[src/rtl/freq_meas_scheduler.sv]
// Time-shares one frequency counter across NCH pulse sources: sweeps the enabled
// channels in ascending order, averages 2**NSAMP_LOG2 periods each and reports one result per channel.
module freq_meas_scheduler #(
    parameter int unsigned NCH        = 4,
    parameter int unsigned CH_W       = 2,
    parameter int unsigned CNT_W      = 16,
    parameter int unsigned NSAMP_LOG2 = 2,
    parameter int unsigned TIMEOUT    = 65535
) (
    input  logic             clk,
    input  logic             rst,
    input  logic             start,
    input  logic [NCH-1:0]   chan_mask,
    output logic             busy,
    output logic             meas_en,
    output logic [CH_W-1:0]  meas_sel,
    input  logic             meas_vld,
    input  logic [CNT_W-1:0] meas_cnt,
    output logic             res_vld,
    output logic [CH_W-1:0]  res_chan,
    output logic [CNT_W-1:0] res_avg,
    output logic             res_timeout,
    output logic             done
);

    localparam int unsigned ACC_W  = CNT_W + NSAMP_LOG2;
    localparam int unsigned SAMP_W = (NSAMP_LOG2 > 0) ? NSAMP_LOG2 : 1;
    localparam int unsigned TO_W   = (TIMEOUT > 2) ? $clog2(TIMEOUT) : 1;

    localparam logic [SAMP_W-1:0] SAMP_LAST = SAMP_W'((1 << NSAMP_LOG2) - 1);
    localparam logic [TO_W-1:0]   TO_LAST   = TO_W'(TIMEOUT - 1);

    localparam logic [2:0] S_IDLE   = 3'd0;
    localparam logic [2:0] S_ARM    = 3'd1;
    localparam logic [2:0] S_WAIT   = 3'd2;
    localparam logic [2:0] S_REPORT = 3'd3;
    localparam logic [2:0] S_DONE   = 3'd4;

    logic [2:0]        state, state_nxt;
    logic [NCH-1:0]    mask_q, mask_nxt;
    logic              arm_cnt, arm_nxt;
    logic [ACC_W-1:0]  acc, acc_nxt, acc_sum;
    logic [SAMP_W-1:0] samp, samp_nxt;
    logic [TO_W-1:0]   tcnt, tcnt_nxt;
    logic [CH_W-1:0]   sel_nxt, res_chan_nxt;
    logic [CNT_W-1:0]  res_avg_nxt;
    logic              res_to_nxt;
    logic              first_found, nxt_found;
    logic [CH_W-1:0]   first_ch, nxt_ch;

    assign acc_sum = acc + ACC_W'(meas_cnt);

    // Channel search: lowest bit of the incoming mask, and next latched bit above meas_sel
    always_comb begin
        first_found = 1'b0;
        first_ch    = '0;
        nxt_found   = 1'b0;
        nxt_ch      = '0;
        for (int i = NCH - 1; i >= 0; i--) begin
            if (chan_mask[i]) begin
                first_found = 1'b1;
                first_ch    = CH_W'(i);
            end
            if (mask_q[i] && (i > int'(meas_sel))) begin
                nxt_found = 1'b1;
                nxt_ch    = CH_W'(i);
            end
        end
    end

    always_ff @(posedge clk or posedge rst) begin
        if (rst) begin
            state <= S_IDLE;
        end else begin
            state <= state_nxt;
        end
    end

    // Next-state and next-output logic
    always_comb begin
        state_nxt    = state;
        mask_nxt     = mask_q;
        arm_nxt      = arm_cnt;
        acc_nxt      = acc;
        samp_nxt     = samp;
        tcnt_nxt     = tcnt;
        sel_nxt      = meas_sel;
        res_chan_nxt = res_chan;
        res_avg_nxt  = res_avg;
        res_to_nxt   = res_timeout;
        case (state)
            S_IDLE: begin
                arm_nxt = 1'b0;
                if (start) begin
                    mask_nxt = chan_mask;
                    if (first_found) begin
                        sel_nxt   = first_ch;
                        state_nxt = S_ARM;
                    end else begin
                        state_nxt = S_DONE;
                    end
                end
            end
            S_ARM: begin
                acc_nxt  = '0;
                samp_nxt = '0;
                tcnt_nxt = '0;
                arm_nxt  = 1'b1;
                if (arm_cnt) begin
                    state_nxt = S_WAIT;
                end
            end
            S_WAIT: begin
                tcnt_nxt = tcnt + 1'b1;
                if (meas_vld) begin
                    acc_nxt  = acc_sum;
                    samp_nxt = samp + 1'b1;
                end
                // A final sample on the timeout cycle still yields a valid result
                if (meas_vld && (samp == SAMP_LAST)) begin
                    state_nxt    = S_REPORT;
                    res_chan_nxt = meas_sel;
                    res_avg_nxt  = acc_sum[ACC_W-1:NSAMP_LOG2];
                    res_to_nxt   = 1'b0;
                end else if (tcnt == TO_LAST) begin
                    state_nxt    = S_REPORT;
                    res_chan_nxt = meas_sel;
                    res_avg_nxt  = '0;
                    res_to_nxt   = 1'b1;
                end
            end
            S_REPORT: begin
                arm_nxt = 1'b0;
                if (nxt_found) begin
                    sel_nxt   = nxt_ch;
                    state_nxt = S_ARM;
                end else begin
                    state_nxt = S_DONE;
                end
            end
            S_DONE: begin
                state_nxt = S_IDLE;
            end
            default: begin
                state_nxt = S_IDLE;
            end
        endcase
    end

    // Registered datapath and outputs, aligned with the state they belong to
    always_ff @(posedge clk or posedge rst) begin
        if (rst) begin
            mask_q      <= '0;
            arm_cnt     <= 1'b0;
            acc         <= '0;
            samp        <= '0;
            tcnt        <= '0;
            busy        <= 1'b0;
            meas_en     <= 1'b0;
            meas_sel    <= '0;
            res_vld     <= 1'b0;
            res_chan    <= '0;
            res_avg     <= '0;
            res_timeout <= 1'b0;
            done        <= 1'b0;
        end else begin
            mask_q      <= mask_nxt;
            arm_cnt     <= arm_nxt;
            acc         <= acc_nxt;
            samp        <= samp_nxt;
            tcnt        <= tcnt_nxt;
            busy        <= (state_nxt != S_IDLE);
            meas_en     <= (state_nxt == S_WAIT);
            meas_sel    <= sel_nxt;
            res_vld     <= (state_nxt == S_REPORT);
            res_chan    <= res_chan_nxt;
            res_avg     <= res_avg_nxt;
            res_timeout <= res_to_nxt;
            done        <= (state_nxt == S_DONE);
        end
    end

endmodule

[config.mk]
export PLATFORM = sky130hd
export DESIGN_NAME = freq_meas_scheduler
export DESIGN_NICKNAME = d
export VERILOG_FILES = /design/src/rtl/freq_meas_scheduler.sv
export SDC_FILE = /design/constraint.sdc
export NUM_CORES = 1
export LEC_CHECK = 0
export CORE_UTILIZATION = 50
export CTS_CLUSTER_DIAMETER = 40
export CTS_CLUSTER_SIZE = 30
export DETAILED_ROUTE_END_ITERATION = 12
export PLACE_DENSITY_LB_ADDON = 0.3
export SETUP_SLACK_MARGIN = 0.3
export SYNTH_ARGS = -nofsm -noshare
export SYNTH_HDL_FRONTEND = slang
export SYNTH_SLANG_ARGS = --single-unit
[constraint.sdc]
create_clock -name clk -period 4.07 [get_ports clk]
set_clock_uncertainty 0.15 [all_clocks]
set_input_delay 0.814 -clock clk [delete_from_list [all_inputs] [get_ports clk]]
set_output_delay 0.814 -clock clk [all_outputs]
set_load 0.05 [all_outputs]
==> results of run 1 <==
layout make-up:
type	count	area, sq um	area share, %
clock inverters	5	85.1	1.83
multi-input cells	299	2040	43.8
flip-flops and latches	68	1700	36.5
clock buffers	11	141	3.03
repair buffers	50	495	10.6
inverters	19	71.3	1.53
well taps	99	124	2.66
worst max-delay path, cell delays in order:
cell,delay (ns)
clkdlybuf4s50_1,0.46
ha_1,0.16
inv_1,0.05
fa_1,0.40
nor2b_1,0.25
o2111ai_2,0.22
a211oi_1,0.34
a2111oi_2,0.10
xor2_1,0.21
o21ai_1,0.10
cell usage after synthesis, drive strengths merged (6+ instances only):
cell type   n
dfrtp      68
nand2      56
o21ai      37
nand3      22
nor2       20
a21oi      19
ha         19
inv        19
a22o       12
xnor2       9
buf         7
nor3        7
o211ai      7
o22ai       7
clkbuf      6
mux2        6
kinds of logic after synthesis:
group                    after synthesis
flip-flops                            68
AO/OA/AOI/OAI                        120
XOR/XNOR                              13
multiplexers                          11
AND/OR/NAND/NOR                      135
buffers and inverters                 32
adder cells (fa/ha/maj)               20
power breakdown:
| group | internal [mW] | switching, mW |
|---|---|---|
| logic | 0.461 | 0.768 |
| registers | 0.813 | 0.115 |
| clock network | 0.364 | 0.267 |
| total | 1.64 | 1.15 |
final timing paths:
check	startpoint	to	slack (ns)	depth (start not counted)
max	meas_cnt[0]	acc[12]$_DFFE_PP0P_	1.03	10
min	res_avg[13]$_DFFE_PP0P_	res_avg[13]$_DFFE_PP0P_	0.33	2
max reg2reg	acc[0]$_DFFE_PP0P_	acc[12]$_DFFE_PP0P_	1.59	9
min reg2reg	res_avg[13]$_DFFE_PP0P_	res_avg[13]$_DFFE_PP0P_	0.33	2
max in group asynchronous	rst	res_avg[14]$_DFFE_PP0P_	2.19	3
min in group asynchronous	rst	res_avg[3]$_DFFE_PP0P_	0.60	2
layer usage:
metal	vias up	wire, um	GRT usage (%)	part of all wire [%]
li1	1561	-	-	-
met1	1572	4020	29.6	47
met2	102	4010	35.8	46
met3	17	427	3.64	4.9
met4	0	176	9.14	2.0
met5	-	0	0	0
flip-flops by register name, indices dropped and copies added (netlist names):
name	flops
mask_q	3
meas_sel	2
tcnt	16
acc	18
res_chan	2
res_avg	16
busy	1
done	1
arm_cnt	1
meas_en	1
res_timeout	1
samp	2
state	3
res_vld	1
==> reports/metrics.cfg, run 1 <==
[synthesis]
ys_ff_latch = 68
yosysUniqueCellTypes = 70
yosysWarnings = 0
yosys.area_share.simple_pct = 17.5
yosysTopAreaCellShare_pct = 43.9
synth_nets = 443
synth_mux_area_share_pct = 3.13
syn-cell-area_sq_um = 3880
synth_compound_area_share_pct = 22.5
synthFlopType = dfrtp_1
synthArstFlopShare_pct = 100
synthAdderAreaFrac_pct = 6.65
synth-seq-area-share_pct = 43.9
synth-edff-count = 0
synth_xor_area_share_pct = 2.94
syn_area_per_cell_sq_um = 9.72
synth_area_leaders = dfrtp_1, ha_1, nand2_1
synth_largest_area_cell = dfrtp_1
syn_inst = 399
synth_top_family_by_area = compound AO/OA/AOI/OAI gates

[floorplan]
start_util_pct = 52.6
num_io_pins = 49
die-area_sq_um = 8110
die_h_um = 90.1
core_region_area_sq_um = 7370
rows = 31
die_w_um = 90.1

[clock_network]
post_cts.repair.setup_buffers = 0
insertion_delay_ns = 0.35
htree_levels = 3
ctsHoldBuffers = 0
cts-root-buf = clkbuf_8
cts-resized-gates = 0
cts_buffer_depth = 2
cts_buffers = 9
cts_tree = yes
clock-sinks = 68
path_clk_slew_ns = 0.07

[sta]
hold_viol = 0
setup_slack_ns = 1.03
worst_slew_pin_slew_ns = 0.882
max_slew_margin_pct = 41.2
layout_min_cycle_time_ns = 3.04
rsz0062_at_grt = false
finalMaxSlewViolations = 0
whs_ns = 0.333
final.setup.tns_ns = 0
setup_viol = 0
maxClockFrequency_mhz = 329
fin_crit_sh_pct = 74.6

[route]
dr.pass1.iters = 6
num_vias = 3252
antenna_left = 0
wirelength_um = 8640
avgRoutedWirePerCell_um = 15.7
drc_errors = 0
drt_iter0_drc = 208
via_per_inst = 5.90

[finish]
final_cell_mix = dfrtp_1, nand2_1, clkdlybuf4s50_1, o21ai_0, nand3_1
fill_cells = 622
postLayoutCoreUtil_pct = 63.2
nets = 491
drive_above_1_share_pct = 10.4
layout_commonest_cell = dfrtp_1
n_antenna_cell = 0
area_growth_pct = 20.2
postLayoutCellArea_sq_um = 4660
stdcell_count = 551

[grt]
antenna_found_initial = 0
grt-ovfl-total = 0
grt_pass1_vias = 3083
grt_max_degree = 53
grt_pass1_wl_um = 14400
grt_use_total_pct = 22.1

[placed_design]
dpl.cell_count = 535
detailed_place_hpwl_um = 6130
dp_slack_ns = 0.750
routabilityCongestion = 0.864
port_buffers = 48
placed_cell_area_sq_um = 4430

[power_and_ir_drop]
max-vdd-ir-drop_mv = 0.390
leakage_nw = 2.08
p_per_area_nw_per_um2 = 598
power_mw = 2.79

[critical_path]
end_kind = flip-flop
worstPathRequired_ns = 4.15
cp-start-kind = input port
cp.arrival_ns = 3.11
worstSetupPathType = input port to flip-flop
critPathMaxFanout = 4

[run]
max_cap_viol_count = 0

[min_path]
hp-class = flip-flop to flip-flop

[status]
status = complete, no violations

No activity file was read; power rests on OpenSTA's default activity.
==> run 2, diff against run 1 <==
clock period = 2.5 ns   (was 4.07 ns; I/O delays follow)
==> run 2 against run 1 <==
  * Combinational power up 140%
  * Power is 100% higher
  * First-iteration DRC count shrank 11%
  * Final cell count rose by 8.9%
  * Largest cell class unchanged
  * Highest routed layer unchanged
  * Sequential cell count stayed put
  * Critical path type is now flip-flop to flip-flop
  * Hold slack better by 0.0058 ns
  * Wire length up 22%
  * Via count up 8.4%
  * Global-route usage grew 4.6 points
  * Critical path depth decreased by 1
  * Sequential power increased by 68%
  * Register-to-register slack worse by 1.4 ns
==> reports/metrics.cfg, run 2 (synthesis results as in run 1) <==
[finish]
postLayoutCoreUtil_pct = 73.9  ; +11 points
layout_commonest_cell = dfrtp_1
largest_register_ffs = 18  ; unchanged
drive_above_1_share_pct = 27.7  ; +17 points
reg_top3 = acc x18, res_avg x16, tcnt x16
top_register = acc
nets = 540  ; +10%
area_growth_pct = 40.3
fill_cells = 482  ; -23%
stdcell_count = 600  ; +8.9%
ff_latch_area_sq_um = 1700  ; unchanged
multi_input_area_sq_um = 2440  ; +19%
final_cell_mix = dfrtp_1, nand2_1, buf_4, clkdlybuf4s50_1, o21ai_0
n_antenna_cell = 0  ; unchanged

[min_path]
hp-start = res_avg[13]$_DFFE_PP0P_
hp-class = flip-flop to flip-flop

[sta]
rsz0062_at_grt = true
layout_min_cycle_time_ns = 2.28
max_slew_margin_pct = 44.5  ; +3.3 points
hold_viol = 0  ; unchanged
finalMaxSlewViolations = 0  ; unchanged
fin_crit_sh_pct = 91.3
worst_slew_pin_slew_ns = 0.833  ; -0.0488 ns
maxClockFrequency_mhz = 438
setup_viol = 0  ; unchanged
final.setup.tns_ns = 0  ; unchanged

[grt]
grt_pass1_vias = 3617  ; +17%
grt_use_total_pct = 26.8  ; +4.6 points
antenna_found_initial = 0  ; unchanged
grt_pass1_wl_um = 17400  ; +21%
grt-ovfl-total = 0  ; unchanged
grt_max_degree = 69  ; +30%

[critical_path]
critPathMaxFanout = 4  ; unchanged
worstPathRequired_ns = 2.60  ; -1.55 ns
cp.arrival_ns = 2.38  ; -0.73 ns
cp-start-kind = flip-flop
worstSetupPathType = flip-flop to flip-flop
end_kind = flip-flop
setup.worst_path.start = acc[0]$_DFFE_PP0P_
reg2reg_from = acc[0]$_DFFE_PP0P_

[placed_design]
port_buffers = 48  ; unchanged
detailed_place_hpwl_um = 6730  ; +9.8%
routabilityCongestion = 0.845  ; -2.2%
dpl.cell_count = 577  ; +7.9%

[route]
drc_errors = 0  ; unchanged
dr.pass1.iters = 5  ; -1
drt_iter0_drc = 185  ; -11%
via_per_inst = 5.87  ; -0.49%
antenna_left = 0  ; unchanged
num_vias = 3524  ; +8.4%
wirelength_um = 10500  ; +22%
avgRoutedWirePerCell_um = 17.6  ; +12%

[floorplan]
rows = 31  ; unchanged
core_region_area_sq_um = 7370  ; unchanged
num_io_pins = 49  ; unchanged
start_util_pct = 52.6  ; unchanged
die_h_um = 90.1  ; unchanged
die-area_sq_um = 8110  ; unchanged
die_w_um = 90.1  ; unchanged

[power_and_ir_drop]
power_mw = 5.56  ; +100%
max-vdd-ir-drop_mv = 0.742  ; +90%
leakage_nw = 2.41  ; +16%
p_per_area_nw_per_um2 = 1020  ; +71%

[clock_network]
cts_buffer_depth = 2  ; unchanged
insertion_delay_ns = 0.35  ; about the same
cts_buffers = 9  ; unchanged
cts-root-buf = clkbuf_8
clock-sinks = 68  ; unchanged
cts_tree = yes
htree_levels = 3  ; unchanged
path_clk_slew_ns = 0.08  ; about the same

[status]
status = complete, no violations

[run]
max_cap_viol_count = 0  ; unchanged

## run 2: cell type report
| cell class | instances | share of cell area, % |
|---|---|---|
| multi-input combinational | 299 | 44.8 |
| sequential | 68 | 31.3 |
| timing repair buffer | 99 | 16.3 |
| clock buffer | 9 | 2.28 |
| tap | 99 | 2.28 |
| clock inverter | 7 | 1.79 |
| inverter | 19 | 1.38 |
## run 2: repair_timing
action,CTS,global route
gates cloned,0,0
pin swaps,24,21
hold buffers,0,0
endpoints found under the setup margin,30,25
setup buffers,4,3
resized for setup,50,24
## run 2: final timing paths
check / to / depth (start not counted) / slack, ns
min reg2reg: res_avg[13]$_DFFE_PP0P_ / 2 / 0.34
min in group asynchronous: res_avg[10]$_DFFE_PP0P_ / 3 / 0.45
max in group asynchronous: acc[4]$_DFFE_PP0P_ / 3 / 1.47
max reg2reg: acc[16]$_DFFE_PP0P_ / 9 / 0.22
min: res_avg[13]$_DFFE_PP0P_ / 2 / 0.34
max: acc[16]$_DFFE_PP0P_ / 9 / 0.22
## run 2: report_power, final
| part | switching, mW | total [mW] | internal, mW |
|---|---|---|---|
| Sequential | 0.234 | 1.56 | 1.32 |
| Combinational | 1.62 | 2.97 | 1.36 |
| Clock | 0.465 | 1.03 | 0.567 |
## run 2: critical path: stages (launching register included)
cell and delay [ns]:
dfrtp_1 0.39, ha_4 0.15, inv_2 0.04, fa_2 0.37
nor2b_4 0.18, o2111ai_4 0.19, nand3_2 0.17, a31oi_4 0.10
or3_1 0.35, o21ai_0 0.09
## run 2: metal layers
layer | share of wire (%) | vias up | GRT usage (%) | wire (um)
met2 | 50 | 120 | 44.8 | 5270
met1 | 44 | 1733 | 34.9 | 4600
met3 | 4.2 | 27 | 3.47 | 447
li1 | - | 1644 | - | -
met5 | 0 | - | 0 | 0
met4 | 2.3 | 0 | 11.7 | 238
## run 2: metrics by stage
step | setup WS, ns | cell area, sq um | hold slack [ns]
2_1_floorplan | 0.281 | 3940 | 0.298
3_3_place_gp | -0.340 | 4830 | 0.315
3_5_place_dp | -0.441 | 4830 | 0.320
4_1_cts | 0.219 | 5300 | 0.345
5_1_grt | 0.147 | 5440 | 0.368
6_report | 0.217 | 5440 | 0.339
==> variant 1 (flow settings as in run 2) <==
Add an input register stage for `start`, `chan_mask`, `meas_vld` and `meas_cnt`, without a reset; this delays them by one clock.
--- a/src/rtl/freq_meas_scheduler.sv
+++ b/src/rtl/freq_meas_scheduler.sv
@@ -38,2 +38,14 @@
 
+    logic start_q;
+    logic [NCH-1:0] chan_mask_q;
+    logic meas_vld_q;
+    logic [CNT_W-1:0] meas_cnt_q;
+
+    always_ff @(posedge clk) begin
+        start_q     <= start;
+        chan_mask_q <= chan_mask;
+        meas_vld_q  <= meas_vld;
+        meas_cnt_q  <= meas_cnt;
+    end
+
     logic [2:0]        state, state_nxt;
@@ -50,3 +62,3 @@
 
-    assign acc_sum = acc + ACC_W'(meas_cnt);
+    assign acc_sum = acc + ACC_W'(meas_cnt_q);
 
@@ -59,3 +71,3 @@
         for (int i = NCH - 1; i >= 0; i--) begin
-            if (chan_mask[i]) begin
+            if (chan_mask_q[i]) begin
                 first_found = 1'b1;
@@ -93,4 +105,4 @@
                 arm_nxt = 1'b0;
-                if (start) begin
-                    mask_nxt = chan_mask;
+                if (start_q) begin
+                    mask_nxt = chan_mask_q;
                     if (first_found) begin
@@ -114,3 +126,3 @@
                 tcnt_nxt = tcnt + 1'b1;
-                if (meas_vld) begin
+                if (meas_vld_q) begin
                     acc_nxt  = acc_sum;
@@ -119,3 +131,3 @@
                 // A final sample on the timeout cycle still yields a valid result
-                if (meas_vld && (samp == SAMP_LAST)) begin
+                if (meas_vld_q && (samp == SAMP_LAST)) begin
                     state_nxt    = S_REPORT;
Check against the original RTL: not equivalent (a bounded check fails within 4 cycles, from zero or initial values and one cycle with rst high).
==> variant 1 against run 2 <==
Cell area decreased by 2.9%. Synthesized area increased by 7.0%. Maximum frequency decreased by 1.3%. Power decreased by 3.0%. Setup slack got worse by 0.030 ns. Combinational power decreased by 21%. First-iteration DRC count decreased by 31%. Critical endpoint is now acc[15]$_DFFE_PP0P_. Sequential cell count increased by 22. Global-route usage decreased by 4.3 points. Routed wire length decreased by 12%. Synthesized cell count increased by 0.50%. Via count decreased by 5.1%.
==> variant 1: results (changes against run 2) <==
Status
  • Status: finished clean

Yosys
  • Top post-synthesis cells by area: dfrtp_1 41%, dfxtp_1 11%, ha_1 5.7%
  • Synthesized instance count: 401 (+0.50%)
  • Async set-reset flop share out of synthesis: 0.756 (-0.244)
  • Share of the synthesized area in the top cell type: 0.410 (-0.0287)
  • Net Count, Synth: 445 (+0.45%)
  • Synth cell types: 55 (-21%)
  • Commonest cells post-synth: 68 x dfrtp_1, 40 x o21ai_0, 39 x nand2_1
  • Seq/Total Area, Yosys: 0.516 (+0.0774)
  • Synthesized flop and latch total: 90 (+32%)
  • Xor/xnor cell area share of the yosys netlist: 0.0253 (-0.00403)
  • Post-synthesis compound-gate area fraction: 0.186 (-0.0388)
  • Mux cell area share after synthesis: 0.0154 (-0.0159)
  • Adder-Cell Fraction of Synth Area: 0.0621 (-0.00435)

Finish
  • Non-clk invs: 12 (-7)
  • Non-clk buf share: 0.129 (-0.0340)
  • Multi-input gate area: 2060 sq um (-15%)
  • Reg area: 2140 sq um (+26%)
  • Clkbuf count: 10 (+1)
  • Final non-filler cell total: 578 (-3.7%)
  • Clock buf/inv share: 0.0431 (+0.00239)
  • Proportion of layout cells with a drive suffix above 1: 0.164 (-0.114)
  • Nets: 515 (-4.6%)
  • Non-clock buffer count: 72 (-27%)
  • Fillcell total: 610 (+27%)

Critical path
  • CP max FO: 3 (-1)
  • Reg2reg start: acc[1]$_DFFE_PP0P_
  • Kind of cell adding the most delay to the critical path: compound AO/OA/AOI/OAI gates
  • R2r worst-path depth: 7 (-2)
  • CP endpoint: acc[15]$_DFFE_PP0P_
  • Internal reg-to-reg setup slack: 0.19 ns (-0.03 ns)
  • Worst Setup SP: acc[1]$_DFFE_PP0P_
  • Crit-path max cell delay: 0.41 ns (+0.02 ns)

Routing
  • Drt first pass iters: 4 (-1)
  • Post-DR wirelength/cell: 16.0 microns (-8.8%)
  • 1st-iter DRT viols: 128 (-31%)
  • Vias: 3346 (-5.1%)

CTS
  • Setup Fix Bufs, Post-CTS: 5 (+1)

Place
  • Post-Place Cell Area: 4770 sq um (-1.1%)
  • Post-placement cell count: 550 (-4.7%)
  • Post-DP HPWL: 6.20 mm (-7.9%)
  • Final Wtd Congestion: 0.913 (+8.0%)

Pwr
  • Comb group: 0.00235 W (-21%)
  • Internal: 0.00330 W (+1.7%)
  • Leakage: 2.56 nW (+6.3%)
  • Max VDD drop: 0.488 mV (-34%)
  • Clk. pwr: 0.00111 W (+8%)

Global routing
  • Largest net degree at the start of global routing: 36 (-48%)
  • First-pass GRT wire length: 15.3 mm (-12%)

Timing
  • Hold WS: 0.330 ns (-0.00876 ns)
  • Slew margin rel.: 0.654 (+0.210)

Min path
  • Startpoint of the worst hold path: res_chan[0]$_DFFE_PP0P_
  • Sink of the worst hold path: res_chan[0]$_DFFE_PP0P_

Floorplan
  • Core Footprint: 7890 sq um (+7.0%)
-- variant 1: cell count changes after synthesis, sizes merged, moves of 6 or more --
cell | run 2 | this run
dfxtp | 0 | 22
nand2 | 56 | 39
nand3 | 22 | 34
inv | 19 | 12
a22o | 12 | 18
-- variant 1: tightest hold or removal path, stage by stage, from the launching register on --
cell and delay, ns:
dfrtp_1 0.34, nand2_1 0.04, o21ai_0 0.06
-- variant 1: cells by family after synthesis --
group,after synthesis
buffers and inverters,25
AND/OR/NAND/NOR,134
multiplexers,6
flip-flops,90
XOR/XNOR,12
adder cells (fa/ha/maj),20
AO/OA/AOI/OAI,114
-- variant 1: per-stage QoR --
step	worst slack, ns	util
after floorplan	0.304	-
after global placement	0.187	0.605
after detailed placement	0.132	0.605
after CTS	0.206	0.652
after global routing	0.126	0.670
final	0.187	0.670
-- variant 1: routing by layer --
layer,track usage,part of all wire,vias up
met5,0,0,-
met4,0.0769,0.017,0
met3,0.0520,0.042,16
met2,0.368,0.49,75
met1,0.294,0.45,1645
li1,-,-,1610
==> variant 2 (settings of run 2) <==
Made on the original files. Set the parameter `TIMEOUT` to 131070 (it was 65535).
--- a/src/rtl/freq_meas_scheduler.sv
+++ b/src/rtl/freq_meas_scheduler.sv
@@ -7,3 +7,3 @@
     parameter int unsigned NSAMP_LOG2 = 2,
-    parameter int unsigned TIMEOUT    = 65535
+    parameter int unsigned TIMEOUT    = 131070
 ) (
Check against the original RTL: same outputs for any inputs over 10 cycles, from zero or initial values and one cycle with rst high; that may be too few to reach the edited logic, so the function may still have changed.
==> variant 2 against run 2 <==
Cell area down 0.37%. Routed wire length up 1.2%. Power up 1.4%. Non-clock buffer count up 10. Setup slack worse by 0.12 ns. Synthesized area down 1.5%. First-iteration DRC count up 35%. Sequential cell count up 1. Highest routed layer unchanged.
==> variant 2: results (changes against run 2) <==
Status
  • Status: finished clean

Global routing
  • Initial antenna violation count: 0 (unchanged)
  • Overall routing resource usage: 0.279 (+0.0111)
  • Vias in the first global route: 3475 (-3.9%)
  • First-pass GRT wire length: 16.6 mm (-4.4%)

Routing
  • Met1 wire length: 4.50 mm (-2.1%)
  • Drt first pass iters: 4 (-1)
  • 1st-iter DRT viols: 249 (+35%)
  • DR top layer: met4
  • Metal3 WL: 526 microns (+18%)
  • Final WL: 10.7 mm (+1.2%)
  • Vias: 3581 (+1.6%)
  • Wire length on met2: 5.38 mm (+2.1%)

Pwr
  • Max VDD drop: 0.568 mV (-24%)
  • Leakage: 2.64 nW (+9.5%)

Min path
  • Worst hold stages: 1 (-1)
  • Sink of the worst hold path: tcnt[15]$_DFFE_PP0P_
  • Startpoint of the worst hold path: tcnt[15]$_DFFE_PP0P_

Finish
  • Final non-filler cell total: 610 (+1.7%)
  • Top flop regs: acc: 18 flops, tcnt: 17 flops, res_avg: 16 flops
  • Nets: 550 (+1.9%)

Place
  • Post-DP HPWL: 7.18 mm (+6.7%)
  • Port bufs: 48 (unchanged)
  • Post-placement cell count: 584 (+1.2%)
  • Pre-CTS WS: -0.509 ns (-0.0679 ns)
  • Final Wtd Congestion: 0.984 (+16%)

CTS
  • Setup Fix Bufs, Post-CTS: 7 (+3)

Yosys
  • Seq/Total Area, Yosys: 0.452 (+0.0130)
  • Synth cell types: 58 (-17%)
  • EDFF count, synth: 0 (unchanged)
  • Net Count, Synth: 446 (+0.68%)
  • Commonest cells post-synth: 69 x dfrtp_1, 56 x nand2_1, 37 x o21ai_0
  • Top post-synthesis cells by area: dfrtp_1 45%, ha_1 6.2%, nand2_1 5.5%
  • Synthesized instance count: 402 (+0.75%)

Timing
  • Fin crit period: 2.40 ns (+0.121 ns)
  • Slew margin rel.: 0.601 (+0.156)
  • Hold WS: 0.335 ns (-0.00426 ns)

Critical path
  • Internal reg-to-reg setup slack: 0.1 ns (-0.12 ns)
  • Crit-path max cell delay: 0.43 ns (+0.04 ns)
  • R2r worst-path depth: 7 (-2)
  • CP endpoint: res_avg[12]$_DFFE_PP0P_
  • Critical Path AT: 2.49 ns (+0.11 ns)
  • Reg2reg start: acc[5]$_DFFE_PP0P_
  • Reg2reg end: res_avg[12]$_DFFE_PP0P_
variant 2: changes by cell type after synthesis, sizes merged, moves of 3 or more:
cell,before,now
nand4,5,10
nand2b,4,0
buf,7,3
or3,2,5
a21boi,0,3
o31ai,5,9
a32o,0,3
xnor2,9,5
inv,19,15
nand3,22,16
nor2b,3,6
clkbuf,6,13
o22ai,7,4
variant 2: power groups by stage:
| stage | Combinational, W | Sequential [W] | Clock, W |
|---|---|---|---|
| 3_5_place_dp | 0.00266 | 0.00160 | 0 |
| 6_report | 0.00301 | 0.00160 | 0.00103 |
| 3_3_place_gp | 0.00258 | 0.00159 | 0 |
| 4_1_cts | 0.00281 | 0.00160 | 0.00104 |
| 2_1_floorplan | 0.00161 | 0.00171 | 0 |
| 5_1_grt | 0.00326 | 0.00163 | 0.00108 |
variant 2: critical path, delay by kind of cell, from the launching register on:
kind / cells / cell delay [ns]
flip-flops: 1 / 0.43
adder cells (fa/ha/maj): 1 / 0.25
AND/OR/NAND/NOR: 2 / 0.51
AO/OA/AOI/OAI: 4 / 0.96
variant 2: layout make-up:
type,count,area (sq um)
flip-flops and latches,69,1730
clock buffers,9,124
clock inverters,7,98.8
well taps,99,124
multi-input cells,302,2310
repair buffers,109,982
fillers,502,1910
inverters,15,60.1
variant 2: layer usage:
layer / up-vias / track usage
li1: 1700 / -
met1: 1742 / 0.332
met2: 111 / 0.482
met3: 28 / 0.0646
met4: 0 / 0.124
met5: - / 0
variant 2: kinds of logic (layout without fill, tap and decap cells):
kind of cell / count (synthesis) / in the layout / share of synthesized area
compound gates: 129 / 129 / 0.236
xor+xnor: 8 / 8 / 0.0183
fa+ha+maj: 20 / 20 / 0.0674
buf+inv: 31 / 140 / 0.0311
flops: 69 / 69 / 0.452
mux: 9 / 9 / 0.0252
simple gates: 136 / 136 / 0.170
